===== src/rtl/rr_arbiter_4_if.sv =====
// Request/grant bundle between the requesters and the round-robin arbiter.
// The master side drives requests; the slave side (the arbiter) answers
// with a registered grant, its encoded index, a valid flag and a timeout pulse.
interface rr_arbiter_4_if;
  logic [3:0] req;
  logic [3:0] gnt;
  logic [1:0] gnt_idx;
  logic       gnt_valid;
  logic       timeout;

  modport master (
    output req,
    input  gnt, gnt_idx, gnt_valid, timeout
  );

  modport slave (
    input  req,
    output gnt, gnt_idx, gnt_valid, timeout
  );
endinterface


===== src/rtl/rr_arbiter_4.sv =====
// Four-requester round-robin arbiter with a programmable hold limit.
// One owner at a time; a grant ends when the owner drops req or after
// HOLD_LIMIT consecutive cycles (0 = no limit). Every grant is followed by
// one idle cycle, in which the priority pointer has already moved past the
// previous owner.
module rr_arbiter_4 #(
  parameter int unsigned HOLD_LIMIT = 16
) (
  input  logic          clk,
  input  logic          rst_n,
  rr_arbiter_4_if.slave bus
);

  typedef enum logic {IDLE, BUSY} state_t;

  // Terminal count for a forced release; unused when the limit is disabled.
  localparam bit         LIMIT_EN = (HOLD_LIMIT != 0);
  localparam logic [7:0] LIMIT_M1 = LIMIT_EN ? 8'(HOLD_LIMIT - 1) : 8'd0;

  state_t     state;
  logic [1:0] ptr;
  logic [7:0] hold_cnt;
  logic [3:0] gnt_q;
  logic [1:0] gnt_idx_q;
  logic       gnt_valid_q;
  logic       timeout_q;

  logic [1:0] win;
  logic       owner_req;
  logic       limit_hit;

  // Winner search: first set request starting at ptr, wrapping mod 4.
  // Walking the offsets from far to near leaves the nearest hit in win.
  always_comb begin
    win = ptr;
    for (int k = 3; k >= 0; k--) begin
      if (bus.req[ptr + 2'(k)]) win = ptr + 2'(k);
    end
  end

  // Owner still requesting, and whether this is its last allowed cycle.
  always_comb begin
    owner_req = bus.req[gnt_idx_q];
    limit_hit = LIMIT_EN && (hold_cnt == LIMIT_M1);
  end

  // Arbitration FSM; all outputs are registered here.
  always_ff @(posedge clk) begin
    if (!rst_n) begin
      state       <= IDLE;
      ptr         <= 2'd0;
      hold_cnt    <= 8'd0;
      gnt_q       <= 4'b0000;
      gnt_idx_q   <= 2'd0;
      gnt_valid_q <= 1'b0;
      timeout_q   <= 1'b0;
    end else begin
      case (state)
        IDLE: begin
          timeout_q <= 1'b0;
          if (|bus.req) begin
            gnt_q       <= 4'b0001 << win;
            gnt_idx_q   <= win;
            gnt_valid_q <= 1'b1;
            hold_cnt    <= 8'd0;
            state       <= BUSY;
          end
        end
        BUSY: begin
          if (!owner_req || limit_hit) begin
            // Release: the pointer skips past the old owner so that a
            // timed-out requester yields to everyone else still waiting.
            gnt_q       <= 4'b0000;
            gnt_idx_q   <= 2'd0;
            gnt_valid_q <= 1'b0;
            ptr         <= gnt_idx_q + 2'd1;
            timeout_q   <= owner_req;   // only a forced release gets here with req high
            state       <= IDLE;
          end else if (hold_cnt != 8'hFF) begin
            hold_cnt <= hold_cnt + 8'd1;
          end
        end
        default: state <= IDLE;
      endcase
    end
  end

  assign bus.gnt       = gnt_q;
  assign bus.gnt_idx   = gnt_idx_q;
  assign bus.gnt_valid = gnt_valid_q;
  assign bus.timeout   = timeout_q;

endmodule

===== src/flat_wrapper.sv =====
// flat-port wrapper written by rule: the top's interface ports become plain ports
module rr_arbiter_4_flat 
#(
  parameter int unsigned HOLD_LIMIT = 16
)
  (clk, rst_n, bus_req, bus_gnt, bus_gnt_idx, bus_gnt_valid, bus_timeout);
  rr_arbiter_4_if bus_i ();
  input  logic clk;
  input  logic rst_n;
  input wire logic [$bits(bus_i.req)-1:0] bus_req;
  output wire logic [$bits(bus_i.gnt)-1:0] bus_gnt;
  output wire logic [$bits(bus_i.gnt_idx)-1:0] bus_gnt_idx;
  output wire logic [$bits(bus_i.gnt_valid)-1:0] bus_gnt_valid;
  output wire logic [$bits(bus_i.timeout)-1:0] bus_timeout;
  assign bus_i.req = bus_req;
  assign bus_gnt = bus_i.gnt;
  assign bus_gnt_idx = bus_i.gnt_idx;
  assign bus_gnt_valid = bus_i.gnt_valid;
  assign bus_timeout = bus_i.timeout;
  rr_arbiter_4 #(.HOLD_LIMIT(HOLD_LIMIT)) u_core (.clk(clk), .rst_n(rst_n), .bus(bus_i));
endmodule

===== config.mk =====
export PLATFORM = sky130hd
export DESIGN_NAME = rr_arbiter_4_flat
export DESIGN_NICKNAME = d
export VERILOG_FILES = /design/src/rtl/rr_arbiter_4_if.sv /design/src/rtl/rr_arbiter_4.sv /design/src/flat_wrapper.sv
export SDC_FILE = /design/constraint.sdc
export NUM_CORES = 1
export LEC_CHECK = 0
export BUFFER_PORTS_ARGS = -buffer_cell sky130_fd_sc_hd__clkbuf_2
export CAP_MARGIN = 30
export CORE_AREA = 2 2 48 50
export DETAILED_ROUTE_END_ITERATION = 8
export DIE_AREA = 0 0 50 52
export GPL_TIMING_DRIVEN = 0
export HOLD_SLACK_MARGIN = 0.02
export PLACE_DENSITY = 0.74
export SYNTH_ARGS = -nofsm -noshare
export SYNTH_HDL_FRONTEND = slang
export SYNTH_SLANG_ARGS = --single-unit

===== constraint.sdc =====
create_clock -name clk -period 2.72 [get_ports clk]
set_input_delay 0.408 -clock clk [delete_from_list [all_inputs] [get_ports clk]]
set_output_delay 0.408 -clock clk [all_outputs]
set_load 0.01 [all_outputs]

---- Word-level counts from Yosys, hierarchy flattened ----
Index checks and enable logic that the tools add are counted.
W data, S select, Z words.
operators by class
  magnitude comparators ................... 5
  equality and inequality tests ........... 6
  reduce and logical (&&, ||, !) cells .... 6
  add/sub/neg operators ................... 5
  bitwise gates (word level) .............. 1
  mux-type cells .......................... 32
  shifts and indexed selects .............. 1
operators by type and width
  kind                   number
  $mux W8                3
  $pmux W8 S2            1
  $lt A2 B3 Y1 const B   5
  $mux W2                6
  $bmux W1 S2            5
  $mux W1                10
  $add A8 B1 Y8 const B  1
  $eq A8 B4 Y1 const B   1
  $mux W4                2
  $ne A8 B8 Y1 const B   1
  $pmux W4 S2            1
  $ne A2 B2 Y1 const B   3
  $pmux W1 S2            3
  $add A2 B1 Y2 const B  2
  $add A2 B2 Y2 const B  2
  $pmux W2 S2            1
  $reduce_and A2 Y1      2
  $reduce_or A4 Y1       1
  $shl A1 B2 Y4 const A  1
  $reduce_and A3 Y1      1
  $ne A2 B1 Y1 const B   1
  $logic_not A1 Y1       1
  $logic_or A1 B1 Y1     1
  $not A1 Y1             1
storage, ports and cells
  input bits .............................. 6
  register bits ........................... 19
  logic and storage cells ................. 63

---- Longest topological paths before layout ----
Gate-level depths: netlist (run 1).
  word-level depth ........................ 10
  mapped depth ............................ 6

---- Worst setup path after synthesis (run 1) ----
OpenSTA, ideal clock, no wires.
  kind .................................... input to register
  from .................................... input bus_req[0]
  to ...................................... register u_core.hold_cnt[3]
  path slack .............................. 1.035 ns
  arrival ................................. 1.544 ns
  library setup time ...................... 0.141 ns
  data required time ...................... 2.579 ns
  stages .................................. 6
  cells stage by stage .................... clkbuf_1 > mux2i_1 > o22a_1 > buf_2 > a2111oi_0 > nor3_1
between the ends
  cells in the longest elaborated chain, start to end .. 6
  elaborated cells between the ends (all ways) .. 8
ends and longest elaborated chain
  what                             RTL line            text
  from (decl)                      flat_wrapper.sv:10  input wire logic [$bits(bus_i.req)-1:0] bus_req;
  $bmux W1 S2                      rr_arbiter_4.sv:43  owner_req = bus.req[gnt_idx_q];
  $mux W1 (implied by the code)    rr_arbiter_4.sv:43
  $logic_not A1 Y1                 rr_arbiter_4.sv:70  if (!owner_req || limit_hit) begin
  $logic_or A1 B1 Y1               rr_arbiter_4.sv:70
  $ne A2 B2 Y1 (no line)           --
  $reduce_and A3 Y1 (no line) (*)  --
  to (signal assigned)             rr_arbiter_4.sv:80  hold_cnt <= hold_cnt + 8'd1;
  to (decl)                        rr_arbiter_4.sv:22  logic [7:0] hold_cnt;
Every way passes the cells marked *; elsewhere a longest branch is shown, timed or not. The select of a mux whose other input is x is not followed.
A chain may end at the register's enable or synchronous reset.

---- Worst setup path after layout (run 1) ----
  from .................................... register u_core.gnt_idx_q[0] (netlist: u_core.bus.gnt_idx[0])
  to ...................................... register u_core.gnt_idx_q[0] (netlist: u_core.bus.gnt_idx[0])
between the ends
  cells in the longest elaborated chain, start to end .. 6
ends and longest elaborated chain
  what                           RTL line            text
  from (decl)                    rr_arbiter_4.sv:24  logic [1:0] gnt_idx_q;
  from (signal assigned)         rr_arbiter_4.sv:63  gnt_idx_q <= win;
  $bmux W1 S2                    rr_arbiter_4.sv:43
  $mux W1 (implied by the code)  rr_arbiter_4.sv:43
  $logic_not A1 Y1               rr_arbiter_4.sv:70
  $logic_or A1 B1 Y1             rr_arbiter_4.sv:70
  $ne A2 B2 Y1 (no line)         --
  $reduce_and A2 Y1 (no line)    --
No other way between the ends. The select of a mux whose other input is x is not followed.

==> results.md, run 1 <==
| Quantity | Value | Unit |
|:---|:---|:---|
| Proportion of power drawn by combinational gates | 0.190 | - |
| Data required time of the worst path | 2.93 | ns |
| Worst clock skew on the final layout | 0.0106 | ns |
| Final critical-path required period | 1.79 | ns |
| Antenna violations before repair | 0 | - |
| Clock share of power | 0.257 | - |
| Final Net Count | 158 | - |
| Post-synth EDFFs | 0 | - |
| Die extent in x | 50 | um |
| Origin of the worst min-delay path | u_core.bus.gnt[3] | - |
| Worst Setup SP | u_core.bus.gnt_idx[0] | - |
| Number of DRC markers in iteration 0 | 16 | - |
| Synth top area share | 0.349 | - |
| Detailed-routing iteration count for the pre-antenna-repair pass | 4 | - |
| Number of gates resized after CTS | 0 | - |
| Vias in the first global route | 962 | - |
| Worst slew margin relative to its limit | 0.497 | - |
| Crit start category | register | - |
| Share of layout cells above drive strength 1 | 0.120 | - |
| Setup repair after global routing missed its margin | false | - |
| Clock tree from TritonCTS | done | - |
| Leak | 0.434 | nW |
| Die area | 2600 | um^2 |
| Skew-Pair Late Insertion Delay | 0.30 | ns |
| RD Place Congestion | 0.916 | - |
| Largest net degree at the start of global routing | 12 | - |
| Worst reg2reg startpoint | u_core.bus.gnt_idx[0] | - |
| Top-Level Pins | 14 | - |
| Fin crit share | 0.659 | - |
| Worst vdd rail ir drop | 0.000419 | V |
| Number of buffer cells added on primary ports | 10 | - |
| Post-route core utilization | 0.570 | - |
| Detail Route Antenna Nets | 0 | - |
| Wire length of the first global-routing pass | 4.03 | mm |
| Transition time of the tightest slew-check pin | 0.746 | ns |
| Setup TNS | 0 | ns |
| Mapped cell area | 1090 | um^2 |
| Total count of hold-check failures in the final report | 0 | - |
| Achievable frequency | 558 | MHz |
| Most frequent standard cell in the layout excluding fill and tap cells | dfxtp_1 | - |
| Synthesized netlist net count | 143 | - |
| Cell chosen for the clock root | clkbuf_4 | - |
| Commonest register cell after synthesis | dfxtp_1 | - |
| Sequential cell fraction of total power | 0.553 | - |
| Longest Clk Path Bufs | 2 | - |
| Yosys warns | 0 | - |
| Sum of net half-perimeters after detailed placement | 1.83 | mm |
| Path type of the worst setup path | reg2reg | - |
| Signal arrival time at the worst endpoint | 2.00 | ns |
| Sequential cell area fraction in the yosys report | 0.349 | - |
| # Post-CTS Setup Buffers | 0 | - |
| Die outline height | 52 | um |
| Setup-violating endpoint count in the final report | 0 | - |
| Max H-tree Level | 1 | - |
| Avg Vias per Cell | 6.01 | - |
| Row Count | 17 | - |
| Post-Syn Area per Cell | 8.00 | um^2 |
| Cell area power density | 459 | nW/um^2 |
| Layout Area Growth over Synthesis | 10.3 | % |
| Number of slew-limit violations in the final report | 0 | - |
| Hold Buf Count CTS | 0 | - |
| Synthesis-stage register bit count | 19 | - |
| Synthesized instance count | 136 | - |
| Hold Crit Class | reg2reg | - |
| Clk slew on worst S/H paths | 0.11 | ns |
| Starting density of the core | 0.517 | - |
| Cell-internal power | 0.388 | mW |
| Worst-path maximum fanout | 10 | - |
| Remaining DRCs | 0 | - |
| Total global-route track usage | 0.200 | - |
| Number of distinct library cell variants in the gate-level netlist after synthesis | 41 | - |
| Clock sink total | 19 | - |
| Total clock buffers created by CTS | 3 | - |
| Count of inserted antenna diode cells | 0 | - |
| Switching share of total power | 0.295 | - |
| Fraction of registers with async set/reset | 0 | - |
| Total via count in the routed design | 1,070 | - |
| Library cell occupying the most area in the post-synthesis netlist | dfxtp_1 | - |
| Capturing element type of the critical path | register | - |
| P_sw | 0.163 | mW |
| Commonest non-fill, non-tap cells in the layout | dfxtp_1, nand2_1, a21oi_1 | - |
| Result of the run | complete, no violations | - |
| Core Region | 2110 | um^2 |
| Number of maximum-capacitance violations | 0 | - |
| Detail-routed net length per standard cell | 13.4 | um |
| Total grt overflow | 0 | - |
| Post-Route WL | 2.38 | mm |
| Biggest area contributors in the synthesized netlist | dfxtp_1, a21oi_1, mux2i_1 | - |
==> flip-flops by register name, summed over array words and instances, names as in the netlist <==
| name | flops |
|---|---|
| u_core.hold_cnt | 8 |
| u_core.ptr | 2 |
| u_core.bus.gnt_idx | 2 |
| u_core.bus.gnt | 4 |
| u_core.bus.gnt_valid | 1 |
| u_core.state | 1 |
| u_core.bus.timeout | 1 |
==> Yosys cell counts, types with 2 or more instances <==
| cell | instances |
|---|---|
| nand3_1 | 3 |
| inv_1 | 8 |
| o211ai_1 | 3 |
| and3_1 | 2 |
| mux2i_1 | 5 |
| nor2_1 | 8 |
| buf_2 | 4 |
| dfxtp_1 | 19 |
| a21oi_1 | 12 |
| a211oi_1 | 2 |
| a22o_1 | 2 |
| clkbuf_1 | 3 |
| or4_1 | 5 |
| nor4_1 | 2 |
| o32ai_1 | 2 |
| o31ai_1 | 4 |
| o22ai_1 | 2 |
| nor3_1 | 4 |
| nand2_1 | 12 |
| nand2b_1 | 4 |
| o21ai_0 | 8 |
| nor2b_1 | 3 |
==> power by group through the flow <==
stage	logic, mW	registers [mW]	clock network, mW
final	0.105	0.305	0.141
after global routing	0.117	0.307	0.156
after CTS	0.105	0.305	0.148
after detailed placement	0.104	0.311	0
after global placement	0.102	0.310	0
after floorplan	0.0729	0.312	0
==> worst paths after layout <==
| check | slack [ns] | endpoint | cells after the start |
|---|---|---|---|
| worst max-delay path | 0.93 | u_core.bus.gnt_idx[0] | 5 |
| worst min-delay path | 0.47 | u_core.bus.gnt[3] | 2 |
| worst max register to register | 0.93 | u_core.bus.gnt_idx[0] | 5 |
| worst min register to register | 0.47 | u_core.bus.gnt[3] | 2 |
==> worst max-delay path, cell delays in order (launching register included) <==
cell and delay [ns]:
dfxtp_1 0.48, mux2i_1 0.34, o22a_1 0.28, buf_2 0.24, o22ai_1 0.11, a32o_1 0.26
==> metrics by stage <==
stage | total power, mW | instances | hold slack (ns) | instance area, um^2 | worst slack [ns]
3_5_place_dp | 0.416 | 174 | 0.452 | 1170 | 0.801
6_report | 0.551 | 178 | 0.470 | 1200 | 0.928
4_1_cts | 0.558 | 178 | 0.471 | 1200 | 0.933
2_1_floorplan | 0.385 | 136 | 0.447 | 1090 | 1.04
5_1_grt | 0.580 | 178 | 0.489 | 1200 | 0.811
3_3_place_gp | 0.412 | 174 | 0.446 | 1170 | 0.829
==> final cells by class <==
| class | count | area, um^2 |
|---|---|---|
| Buffer | 7 | 31.3 |
| Clock buffer | 3 | 22.5 |
| Clock inverter | 1 | 5.00 |
| Fill cell | 200 | 905 |
| Inverter | 8 | 30.0 |
| Multi-Input combinational cell | 102 | 647 |
| Sequential cell | 19 | 380 |
| Tap cell | 28 | 35.0 |
| Timing Repair Buffer | 10 | 50.0 |
==> logic make-up after synthesis <==
| group | Yosys count | synth area share |
|---|---|---|
| AO/OA/AOI/OAI | 51 | 0.324 |
| XOR/XNOR | 1 | 0.00805 |
| adder cells (fa/ha/maj) | 1 | 0.0115 |
| buffers and inverters | 15 | 0.0563 |
| flip-flops | 19 | 0.349 |
| multiplexers | 5 | 0.0460 |
| AND/OR/NAND/NOR | 44 | 0.205 |
==> routing by layer <==
metal	share of wire	GRT usage
met5	0	0
met4	0.015	0.0787
met3	0.026	0.0345
met2	0.49	0.344
met1	0.47	0.248
(Power assumes the default switching activity.)
==> inputs of run 2 (changes only) <==
Clock period 2.72 ns to 1.7 ns, I/O delays scaled along.
==> run 2 against run 1 <==
Clock power is 61% higher. Global-route usage hardly changed. Hold slack worse by 0.091 ns. Sequential share of layout area is 1.2 points lower. Non-clock buffer count stayed put. Maximum frequency is 11% higher. Setup slack worse by 0.84 ns. Via count is 2.8% higher. Largest cell class unchanged.
==> results.md, run 2 (synthesized netlist as in run 1, its figures left out) <==
| Quantity | Value | Unit |
|:---|:---|:---|
| Highest-delay cell along the critical path | dfxtp_2 | - |
| Hold Crit Class | in2reg | - |
| Crit start category | register | - |
| Number of buffer cells added on primary ports | 10 | - |
| Top-Level Pins | 14 | - |
| Critical Path, Cell by Cell | mux2i_2 > o22a_2 > clkbuf_4 > o22ai_1 > a32o_1 | - |
| Starting density of the core | 0.517 | - |
| Path type of the worst setup path | reg2reg | - |
| Commonest non-fill, non-tap cells in the layout | dfxtp_1, nand2_1, a21oi_1 | - |
| Post-route core utilization | 0.596 | - |
| Detailed-routing iteration count for the pre-antenna-repair pass | 4 | - |
| # Post-CTS Setup Buffers | 0 | - |
| Hold slack final | 0.379 | ns |
| Detail-routed net length per standard cell | 14.0 | um |
| Layout Area Growth over Synthesis | 15.3 | % |
| Sum of net half-perimeters after detailed placement | 1.83 | mm |
| Post-route insts no fill | 178 | - |
| Longest Clk Path Bufs | 2 | - |
| Cells after DPL | 174 | - |
| Vias in the first global route | 958 | - |
| Sequential standard cell area | 383 | um^2 |
| Total clock buffers created by CTS | 3 | - |
| Final Power | 0.895 | mW |
| Fin crit share | 0.950 | - |
| Remaining DRCs | 0 | - |
| Skew-Pair Late Insertion Delay | 0.31 | ns |
| Row Count | 17 | - |
| Worst-path maximum fanout | 10 | - |
| Avg Vias per Cell | 6.18 | - |
| Most frequent standard cell in the layout excluding fill and tap cells | dfxtp_1 | - |
| Capturing element type of the critical path | register | - |
| Core Region | 2110 | um^2 |
| Wire length of the first global-routing pass | 4.03 | mm |
| Setup-violating endpoint count in the final report | 0 | - |
| Worst Setup SP | u_core.bus.gnt_idx[0] | - |
| Count of inserted antenna diode cells | 0 | - |
| Antenna violations before repair | 0 | - |
| Largest register FFs | 8 | - |
| RD Place Congestion | 0.916 | - |
| Number of slew-limit violations in the final report | 0 | - |
| Transition time of the tightest slew-check pin | 0.750 | ns |
| Leak | 0.438 | nW |
| Clk slew on worst S/H paths | 0.11 | ns |
| Signal arrival time at the worst endpoint | 1.83 | ns |
| Result of the run | complete, no violations | - |
| Worst vdd rail ir drop | 0.000656 | V |
| Largest stage delay on the critical path | 0.43 | ns |
| Largest net degree at the start of global routing | 12 | - |
| Cell area power density | 713 | nW/um^2 |
| Cell chosen for the clock root | clkbuf_4 | - |
| Worst reg2reg startpoint | u_core.bus.gnt_idx[0] | - |
| Die area | 2600 | um^2 |
| Origin of the worst min-delay path | bus_req[3] | - |
| Share of layout cells above drive strength 1 | 0.200 | - |
| Detail Route Antenna Nets | 0 | - |
| Number of DRC markers in iteration 0 | 31 | - |
| Clock sink total | 19 | - |
| Post-Route WL | 2.50 | mm |
| Final Net Count | 158 | - |
| Total via count in the routed design | 1,100 | - |
| Total count of hold-check failures in the final report | 0 | - |
| Die extent in x | 50 | um |
| Area of the multi-input gates | 693 | um^2 |
| Clock tree from TritonCTS | done | - |
| Max H-tree Level | 1 | - |
| Setup repair after global routing missed its margin | false | - |
| Worst slew margin relative to its limit | 0.495 | - |
| Achievable frequency | 619 | MHz |
| Total grt overflow | 0 | - |
| Data required time of the worst path | 1.91 | ns |
| Die outline height | 52 | um |
| Top reg by flops | u_core.hold_cnt | - |
| Total global-route track usage | 0.201 | - |
| Worst clock skew on the final layout | 0.0107 | ns |
| Final critical-path required period | 1.61 | ns |
| Number of maximum-capacitance violations | 0 | - |
| Fill cells | 192 | - |
==> run 2: what timing repair did <==
item,in CTS,in global routing
setup endpoints to repair,3,10
resized for setup,3,14
hold buffers,0,0
cloned,0,0
pin swaps,0,1
==> run 2: final timing paths <==
check                                             end  slack (ns)  cells after the start
worst max register to register  u_core.bus.gnt_idx[0]        0.09                      5
worst min register to register      u_core.bus.gnt[3]        0.47                      2
worst min-delay path            u_core.bus.gnt_idx[1]        0.38                      3
worst max-delay path            u_core.bus.gnt_idx[0]        0.09                      5
==> run 2: report_power, final <==
group	internal (mW)	switching [mW]	leakage (nW)
clock	0.0879	0.139	0.0177
sequential	0.467	0.0228	0.156
combinational	0.0733	0.104	0.265
total	0.629	0.266	0.438
==> run 2: cell type report <==
class	instances	share of cell area
Buffer	7	0.0289
Inverter	8	0.0239
Clock buffer	3	0.0179
Clock inverter	1	0.00399
Sequential cell	19	0.305
Timing Repair Buffer	10	0.0399
Tap cell	28	0.0279
Multi-Input combinational cell	102	0.552
==> run 2: per-stage QoR <==
stage	setup WS, ns	setup TNS (ns)	area (um^2)
after floorplan	0.115	0	1090
after global placement	-0.0517	-0.0895	1170
after detailed placement	-0.0662	-0.131	1170
after CTS	0.0198	0	1210
after global routing	0.00977	0	1250
final	0.0857	0	1250
==> run 2: metal layers <==
| metal | part of all wire | global-route usage | vias up |
|---|---|---|---|
| li1 | - | - | 545 |
| met1 | 0.45 | 0.251 | 527 |
| met2 | 0.51 | 0.342 | 24 |
| met3 | 0.031 | 0.0345 | 4 |
| met4 | 0.012 | 0.0787 | 0 |
| met5 | 0 | 0 | - |
==> run 2: worst max-delay path: cells and delay by family, from the launching register on <==
kind,cells,cell delay [ns]
flops,1,0.43
buf+inv,1,0.21
compound gates,3,0.58
mux,1,0.29
